--- src/rtl/alu_adder_pipeline_pkg.sv ---
// Shared ALU constants: adder geometry defaults and the status-flag bit positions.
// Pure declarations, no logic; no latency or backpressure of its own.
package alu_adder_pipeline_pkg;

    localparam int ADD_WIDTH = 64;
    localparam int ADD_SLICE = 16;

    localparam int FLAG_W = 3;
    localparam int FLAG_C = 0;
    localparam int FLAG_V = 1;
    localparam int FLAG_Z = 2;

endpackage

--- src/rtl/adder_pipe_slice.sv ---
// SLICE-bit adder: SLICE/4 CLA groups joined by a second-level lookahead on their G/P.
// Combinational, zero latency; no flow control.
module adder_pipe_slice #(
    parameter int SLICE = 16
) (
    input  logic [SLICE-1:0] a,
    input  logic [SLICE-1:0] b,
    input  logic             cin,
    output logic [SLICE-1:0] s,
    output logic             cout,
    output logic             c_msb
);

    localparam int NG = SLICE / 4;

    logic [NG-1:0] grp_g;
    logic [NG-1:0] grp_p;
    logic [NG:0]   grp_c;
    logic          grp_c3 [NG];

    for (genvar j = 0; j < NG; j++) begin : g_grp
        carry_lookahead_adder_4bit u_cla (
            .a   (a[4*j +: 4]),
            .b   (b[4*j +: 4]),
            .cin (grp_c[j]),
            .s   (s[4*j +: 4]),
            .g   (grp_g[j]),
            .p   (grp_p[j]),
            .c3  (grp_c3[j])
        );
    end

    // Group carries depend only on G/P and cin, never on the group sums.
    always_comb begin
        grp_c    = '0;
        grp_c[0] = cin;
        for (int j = 0; j < NG; j++) begin
            grp_c[j+1] = grp_g[j] | (grp_p[j] & grp_c[j]);
        end
    end

    assign cout  = grp_c[NG];
    assign c_msb = grp_c3[NG-1];

endmodule

--- src/rtl/carry_lookahead_adder_4bit.sv ---
// 4-bit carry-lookahead adder exporting group generate/propagate and the carry into bit 3.
// Combinational, zero latency; no flow control.
module carry_lookahead_adder_4bit (
    input  logic [3:0] a,
    input  logic [3:0] b,
    input  logic       cin,
    output logic [3:0] s,
    output logic       g,
    output logic       p,
    output logic       c3
);

    logic [3:0] pi;
    logic [3:0] gi;
    logic [3:0] c;

    assign pi = a ^ b;
    assign gi = a & b;

    assign c = {
        gi[2] | (pi[2] & gi[1]) | (pi[2] & pi[1] & gi[0]) | (pi[2] & pi[1] & pi[0] & cin),
        gi[1] | (pi[1] & gi[0]) | (pi[1] & pi[0] & cin),
        gi[0] | (pi[0] & cin),
        cin
    };

    assign s  = pi ^ c;
    assign g  = gi[3] | (pi[3] & gi[2]) | (pi[3] & pi[2] & gi[1]) | (pi[3] & pi[2] & pi[1] & gi[0]);
    assign p  = &pi;
    assign c3 = c[3];

endmodule

--- src/rtl/alu_adder_pipeline.sv ---
// Pipelined add/subtract, one SLICE resolved per stage with the carry rippled through registers.
// Latency WIDTH/SLICE cycles, 1 op/cycle; a stalled output freezes every stage (in_ready = !out_valid || out_ready).
module alu_adder_pipeline
    import alu_adder_pipeline_pkg::*;
#(
    parameter int WIDTH = ADD_WIDTH,
    parameter int SLICE = ADD_SLICE
) (
    input  logic             clk,
    input  logic             rst,
    input  logic             in_valid,
    output logic             in_ready,
    input  logic [WIDTH-1:0] a,
    input  logic [WIDTH-1:0] b,
    input  logic             cin,
    input  logic             sub,
    output logic             out_valid,
    input  logic             out_ready,
    output logic [WIDTH-1:0] s,
    output logic             cout,
    output logic             ovf,
    output logic             zero
);

    localparam int STAGES = WIDTH / SLICE;

    logic              en;
    logic [WIDTH-1:0]  b_eff;
    logic              c0;

    logic              vld_q [STAGES];
    logic [WIDTH-1:0]  a_q   [STAGES];
    logic [WIDTH-1:0]  b_q   [STAGES];
    logic [WIDTH-1:0]  s_q   [STAGES];
    logic              c_q   [STAGES];
    logic [FLAG_W-1:0] flags_q;

    logic [SLICE-1:0]  sl_s  [STAGES];
    logic              sl_c  [STAGES];
    logic              sl_m  [STAGES];
    logic [WIDTH-1:0]  s_d   [STAGES];

    assign en       = !out_valid || out_ready;
    assign in_ready = en;
    assign b_eff    = sub ? ~b : b;
    assign c0       = sub | cin;

    for (genvar k = 0; k < STAGES; k++) begin : g_stage
        if (k == 0) begin : g_first
            adder_pipe_slice #(.SLICE(SLICE)) u_slice (
                .a     (a[SLICE-1:0]),
                .b     (b_eff[SLICE-1:0]),
                .cin   (c0),
                .s     (sl_s[k]),
                .cout  (sl_c[k]),
                .c_msb (sl_m[k])
            );
        end else begin : g_next
            adder_pipe_slice #(.SLICE(SLICE)) u_slice (
                .a     (a_q[k-1][k*SLICE +: SLICE]),
                .b     (b_q[k-1][k*SLICE +: SLICE]),
                .cin   (c_q[k-1]),
                .s     (sl_s[k]),
                .cout  (sl_c[k]),
                .c_msb (sl_m[k])
            );
        end
    end

    // Each stage merges its freshly resolved slice into the partial sum from upstream.
    always_comb begin
        s_d[0]            = '0;
        s_d[0][SLICE-1:0] = sl_s[0];
        for (int k = 1; k < STAGES; k++) begin
            s_d[k]                  = s_q[k-1];
            s_d[k][k*SLICE +: SLICE] = sl_s[k];
        end
    end

    always_ff @(posedge clk) begin
        if (rst) begin
            for (int k = 0; k < STAGES; k++) begin
                vld_q[k] <= 1'b0;
                a_q[k]   <= '0;
                b_q[k]   <= '0;
                s_q[k]   <= '0;
                c_q[k]   <= 1'b0;
            end
            flags_q <= '0;
        end else if (en) begin
            vld_q[0] <= in_valid;
            a_q[0]   <= a;
            b_q[0]   <= b_eff;
            s_q[0]   <= s_d[0];
            c_q[0]   <= sl_c[0];
            for (int k = 1; k < STAGES; k++) begin
                vld_q[k] <= vld_q[k-1];
                a_q[k]   <= a_q[k-1];
                b_q[k]   <= b_q[k-1];
                s_q[k]   <= s_d[k];
                c_q[k]   <= sl_c[k];
            end
            flags_q[FLAG_C] <= sl_c[STAGES-1];
            flags_q[FLAG_V] <= sl_m[STAGES-1] ^ sl_c[STAGES-1];
            flags_q[FLAG_Z] <= (s_d[STAGES-1] == '0);
        end
    end

    assign out_valid = vld_q[STAGES-1];
    assign s         = s_q[STAGES-1];
    assign cout      = flags_q[FLAG_C];
    assign ovf       = flags_q[FLAG_V];
    assign zero      = flags_q[FLAG_Z];

endmodule

--- config.mk ---
export PLATFORM = sky130hd
export DESIGN_NAME = alu_adder_pipeline
export DESIGN_NICKNAME = d
export VERILOG_FILES = /design/src/rtl/alu_adder_pipeline_pkg.sv /design/src/rtl/adder_pipe_slice.sv /design/src/rtl/carry_lookahead_adder_4bit.sv /design/src/rtl/alu_adder_pipeline.sv
export SDC_FILE = /design/constraint.sdc
export NUM_CORES = 1
export LEC_CHECK = 0
export ABC_CLOCK_PERIOD_IN_PS = 10150
export BUFFER_PORTS_ARGS = -buffer_cell sky130_fd_sc_hd__buf_4
export CAP_MARGIN = 20
export CORE_MARGIN = 1
export CORE_UTILIZATION = 45
export DETAILED_ROUTE_END_ITERATION = 8
export SYNTH_ARGS = -nofsm -noshare
export SYNTH_HDL_FRONTEND = slang
export SYNTH_SLANG_ARGS = --single-unit
--- constraint.sdc ---
create_clock -name clk -period 10.15 [get_ports clk]
set_clock_uncertainty 0.1 [all_clocks]
set_input_delay 0.5075 -clock clk [delete_from_list [all_inputs] [get_ports clk]]
set_output_delay 0.5075 -clock clk [all_outputs]
set_load 0.02 [all_outputs]
After elaboration in Yosys (flattened, before gate mapping)
Memories as Yosys holds them, arrays and structs flattened.
Index checks and enable logic that the tools add are counted.
{"block": "classes", "muxes": 26, "bitwise": 471, "reduce_logical": 19}
{"op": "two-way mux 64 bit", "count": 13}
{"op": "bitwise AND 1 bit", "count": 240}
{"op": "bitwise OR 1 bit", "count": 181}
{"op": "XOR 4 bit", "count": 32}
{"op": "bitwise AND 4 bit", "count": 16}
{"op": "logical NOT 64 bit", "count": 1}
{"op": "inverter 64 bit", "count": 1}
{"op": "AND reduction 4 bit", "count": 16}
{"op": "two-way mux 1 bit", "count": 13}
{"op": "logical NOT 1 bit", "count": 1}
{"op": "logical OR 1 bit", "count": 1}
{"op": "XOR 1 bit", "count": 1}
{"block": "totals", "regBits": 3, "ram_bits": 776, "in_bits": 134, "word_cells": 522, "mem_count": 5}
{"name": "a_q", "depth": 4, "width": 64, "read_ports": 3, "rd_ports_with_merged_regs": 0, "wr": 4, "line": "alu_adder_pipeline.sv:32", "rtl": "logic [WIDTH-1:0] a_q [STAGES];"}
{"name": "b_q", "depth": 4, "width": 64, "read_ports": 3, "rd_ports_with_merged_regs": 0, "wr": 4, "line": "alu_adder_pipeline.sv:33", "rtl": "logic [WIDTH-1:0] b_q [STAGES];"}
{"name": "s_q", "depth": 4, "width": 64, "read_ports": 4, "rd_ports_with_merged_regs": 0, "wr": 4, "line": "alu_adder_pipeline.sv:34", "rtl": "logic [WIDTH-1:0] s_q [STAGES];"}
{"name": "c_q", "depth": 4, "width": 1, "read_ports": 3, "rd_ports_with_merged_regs": 0, "wr": 4, "line": "alu_adder_pipeline.sv:35", "rtl": "logic c_q [STAGES];"}
{"name": "vld_q", "depth": 4, "width": 1, "read_ports": 4, "rd_ports_with_merged_regs": 0, "wr": 4, "line": "alu_adder_pipeline.sv:31", "rtl": "logic vld_q [STAGES];"}

Longest topological paths before layout
{"block": "depth", "word_depth": 16, "depth_mapped": 16}

By module
A second synthesis with hierarchy kept.
{"block": "unflattened", "hier_cells": 1271, "area_unflattened_um2": 17459.2}
{"mod": "alu_adder_pipeline", "n_inst": 1, "cells_each": 867, "area_each_um2": 14005.9}
{"mod": "carry_lookahead_adder_4bit at g_stage[0].g_first.u_slice.g_grp[2].u_cla ...", "n_inst": 14, "cells_each": 24, "area_each_um2": 206.4}
{"mod": "carry_lookahead_adder_4bit at g_stage[0].g_first.u_slice.g_grp[0].u_cla ...", "n_inst": 2, "cells_each": 24, "area_each_um2": 203.9}
{"mod": "adder_pipe_slice", "n_inst": 4, "cells_each": 5, "area_each_um2": 38.8}

Least setup slack after synthesis
OpenSTA, ideal clock, no wires.
{"block": "synth_timing", "kind": "register -> register", "start": "mem vld_q[3]", "end": "mem a_q[0][100] (netlist name), enable pin", "arrival_ns": 7.900, "t_required_ns": 9.342, "slack_ns": 1.442, "stages_incl_launch_ff": 5, "cell_sequence": "edfxtp_1 nor2b_1 inv_1 nor2_1 inv_1"}
{"item": "start: declaration", "line": "alu_adder_pipeline.sv:31"}
{"item": "end: declaration", "line": "alu_adder_pipeline.sv:32"}

==> flow_summary.yaml <==
critical_path:
  cpMaxStageDelayCell: "fa_1"
  cp-end-kind: "flip-flop"
  critPathBufInv: 0
  path_max_fanout: 5
  worstSetupPathType: "flip-flop to flip-flop"
  start_kind: "flip-flop"
  cpLargestDelayFamily: "compound AO/OA/AOI/OAI gates"
  arrival_ns: 4.39
  path_cells: "ha_1 -> nand3_1 -> o211ai_2 -> o31ai_4 -> a211o_1 -> o21bai_1 -> a21oi_1 -> o21bai_1 -> fa_1 -> nor4_1 -> nand4_1 -> nor3_1 -> nand4_1 -> a21oi_1 -> o31ai_1 -> o21ai_1"
  cpPeakStageDelay_ns: 0.46
  cp.required_ns: 10.51
route:
  drcViolationCount: 0
  wl_per_cell_um: 16.1
  wl_um: 29900
  vias_per_cell: 4.83
  antenna_left: 0
  drt_iter0_drc: 585
  vias: 8966
  drt-pass1-iter-count: 4
die:
  io_pins: 203
  dieArea_um2: 37000
  num_rows: 69
  start_util_pct: 45.8
  core_um2: 35600
  die_h_um: 192
  die_w_um: 192
synth:
  yosys_warnings: 0
  ys_seq_area_share_pct: 66.5
  syn_inst: 1159
  synth_cell_types: 52
  synth-seq-cells: 362
  avgSynthCellArea_um2: 14.1
  synth_nets: 1373
  synth_edf_count: 359
  synth_area_um2: 16300
  yosys_most_used_dff: "edfxtp_1"
  postSynth.asyncResetShare_pct: 0
sta:
  rsz0062_at_grt: "no"
  drv_slew: 0
  hold_viol: 0
  clock.fmax_mhz: 248
  setup_viol: 0
  final.min_clock_period_ns: 4.04
  worst_hold_slack_ns: 0.0988
  fin_crit_sh_pct: 39.8
  worst_pin_slew_ns: 0.902
  slew_headroom_pct: 39.8
  fin_ws_ns: 6.11
  fin_tns_setup_ns: 0
global_routing:
  overflow: 0
  grt_start_max_net_pins: 164
  track_usage_pct: 16.3
  grt_pass1_wl_um: 45500
  grt_pass1_vias: 8666
  antenna_found_initial: 2
placed_design:
  numPortBuffers: 202
  dp_hpwl_um: 20200
  gp_congestion: 0.802
  place_ws_ns: 6.13
cts:
  cts_resized: 0
  cts-htree-levels: 2
  cts_hold_buf: 0
  max-clock-path-buffers: 3
  tritoncts: "yes"
  clk_pin_slew_ns: 0.06
  ctsRootBufferMaster: "clkbuf_16"
  cts_sinks: 362
  clock_latency_ns: 0.53
  cts-buffers-inserted: 38
  cts_setup_buffers: 0
min_path:
  worstHoldPathType: "primary input to flip-flop"
layout:
  area_delta_synth_final_pct: 20.4
  nets: 1578
  drive_gt1_share_pct: 20.6
power_and_ir_drop:
  leakage_nw: 8.48
  power.density_nw_per_um2: 180
  ir_drop_mv: 0.101
  power_mw: 3.54
run:
  cap_violations: 0
outcome:
  status: "completed"
==> cells in the mapped netlist (3+ instances only) <==
library cell    n  area, um^2
edfxtp_1      359       10800
and2_1        257        1610
nor2_1        115         432
xnor2_1        71         622
ha_1           64         801
clkbuf_1       41         154
xor2_1         30         263
inv_1          21        78.8
nor3_1         18        90.1
a21oi_1        17        85.1
fa_1           16         320
nand2_1        14        52.6
o21ai_0        14        70.1
nor4_1         13        81.3
a21o_1         11        82.6
nand3_1         9        45.0
nand4_1         9        56.3
a211oi_1        7        52.6
buf_1           6        22.5
o21a_1          6        45.0
and3_1          5        31.3
nand2b_1        5        31.3
o21bai_1        4        30.0
or2_2           4        25.0
a211o_1         3        26.3
dfxtp_1         3        60.1
mux2i_1         3        30.0
nor3b_1         3        22.5
o21ai_1         3        15.0
==> per-layer routing <==
layer  up-vias  part of all wire (%)  global-route usage [%]
met4         0                   2.5                    6.03
met5         -                     0                       0
met3        43                   6.5                    4.82
met1      4214                    43                    20.4
met2       191                    48                    26.7
li1       4518                     -                       -
==> state kept, by name (all words and copies together) (netlist names) <==
name,cells
vld_q,4
s_q,160
flags_q,3
b_q,96
a_q,96
c_q,3
==> logic make-up (layout without fill, tap and decap cells) <==
| family | Yosys count | after routing | share of synthesized area, % |
|---|---|---|---|
| flip-flops | 362 | 362 | 66.5 |
| buffers and inverters | 68 | 302 | 1.57 |
| AO/OA/AOI/OAI | 85 | 85 | 3.82 |
| other | 0 | 3 | 0 |
| AND/OR/NAND/NOR | 460 | 460 | 15.6 |
| XOR/XNOR | 101 | 101 | 5.43 |
| adder cells (fa/ha/maj) | 80 | 80 | 6.88 |
| multiplexers | 3 | 3 | 0.184 |
==> final timing paths <==
kind	endpoint	depth (start not counted)	from	slack, ns
worst max-delay path	flags_q[2]	16	b_q[0][178]	6.11
worst min-delay path	flags_q[0]	2	rst	0.1
worst max register to register	flags_q[2]	16	b_q[0][178]	6.11
worst min register to register	flags_q[1]	2	flags_q[1]	0.37
==> cell type report <==
class | instances | area [um^2]
sequential | 362 | 10800
multi-input combinational | 729 | 5210
clock buffer | 47 | 1010
inverter | 21 | 86.3
tap | 461 | 577
fill | 2966 | 16000
timing repair buffer | 212 | 1640
antenna | 3 | 7.51
clock inverter | 22 | 235
==> cells in the final DEF (no fill, tap or decap), types with 17 or more instances in the layout <==
cell type,instances
xor2_1,30
ha_1,64
edfxtp_1,359
clkbuf_16,39
nor2_1,114
xnor2_1,71
inv_1,20
nor3_1,18
buf_4,209
a21oi_1,17
and2_1,257
==> worst reg2reg max path, stage by stage (launching register included) <==
cell and delay (ns):
edfxtp_1 0.37, ha_1 0.36, nand3_1 0.11, o211ai_2 0.26
o31ai_4 0.11, a211o_1 0.32, o21bai_1 0.37, a21oi_1 0.17
o21bai_1 0.17, fa_1 0.46, nor4_1 0.22, nand4_1 0.14
nor3_1 0.32, nand4_1 0.13, a21oi_1 0.14, o31ai_1 0.11
o21ai_1 0.12
==> report_power, final <==
group	internal, mW	switching (mW)	total (mW)
combinational	0.170	0.182	0.352
sequential	1.77	0.0379	1.80
clock	0.833	0.548	1.38
==> per-stage QoR <==
stage	instance area (um^2)	cells	util, %
floorplan	16300	1159	-
global placement	18300	1782	51.4
detailed placement	18300	1782	51.4
CTS	19500	1851	54.9
global route	19600	1854	55.1
finish	19600	1857	55.1
Note: power is estimated with default switching activity, not from simulation.
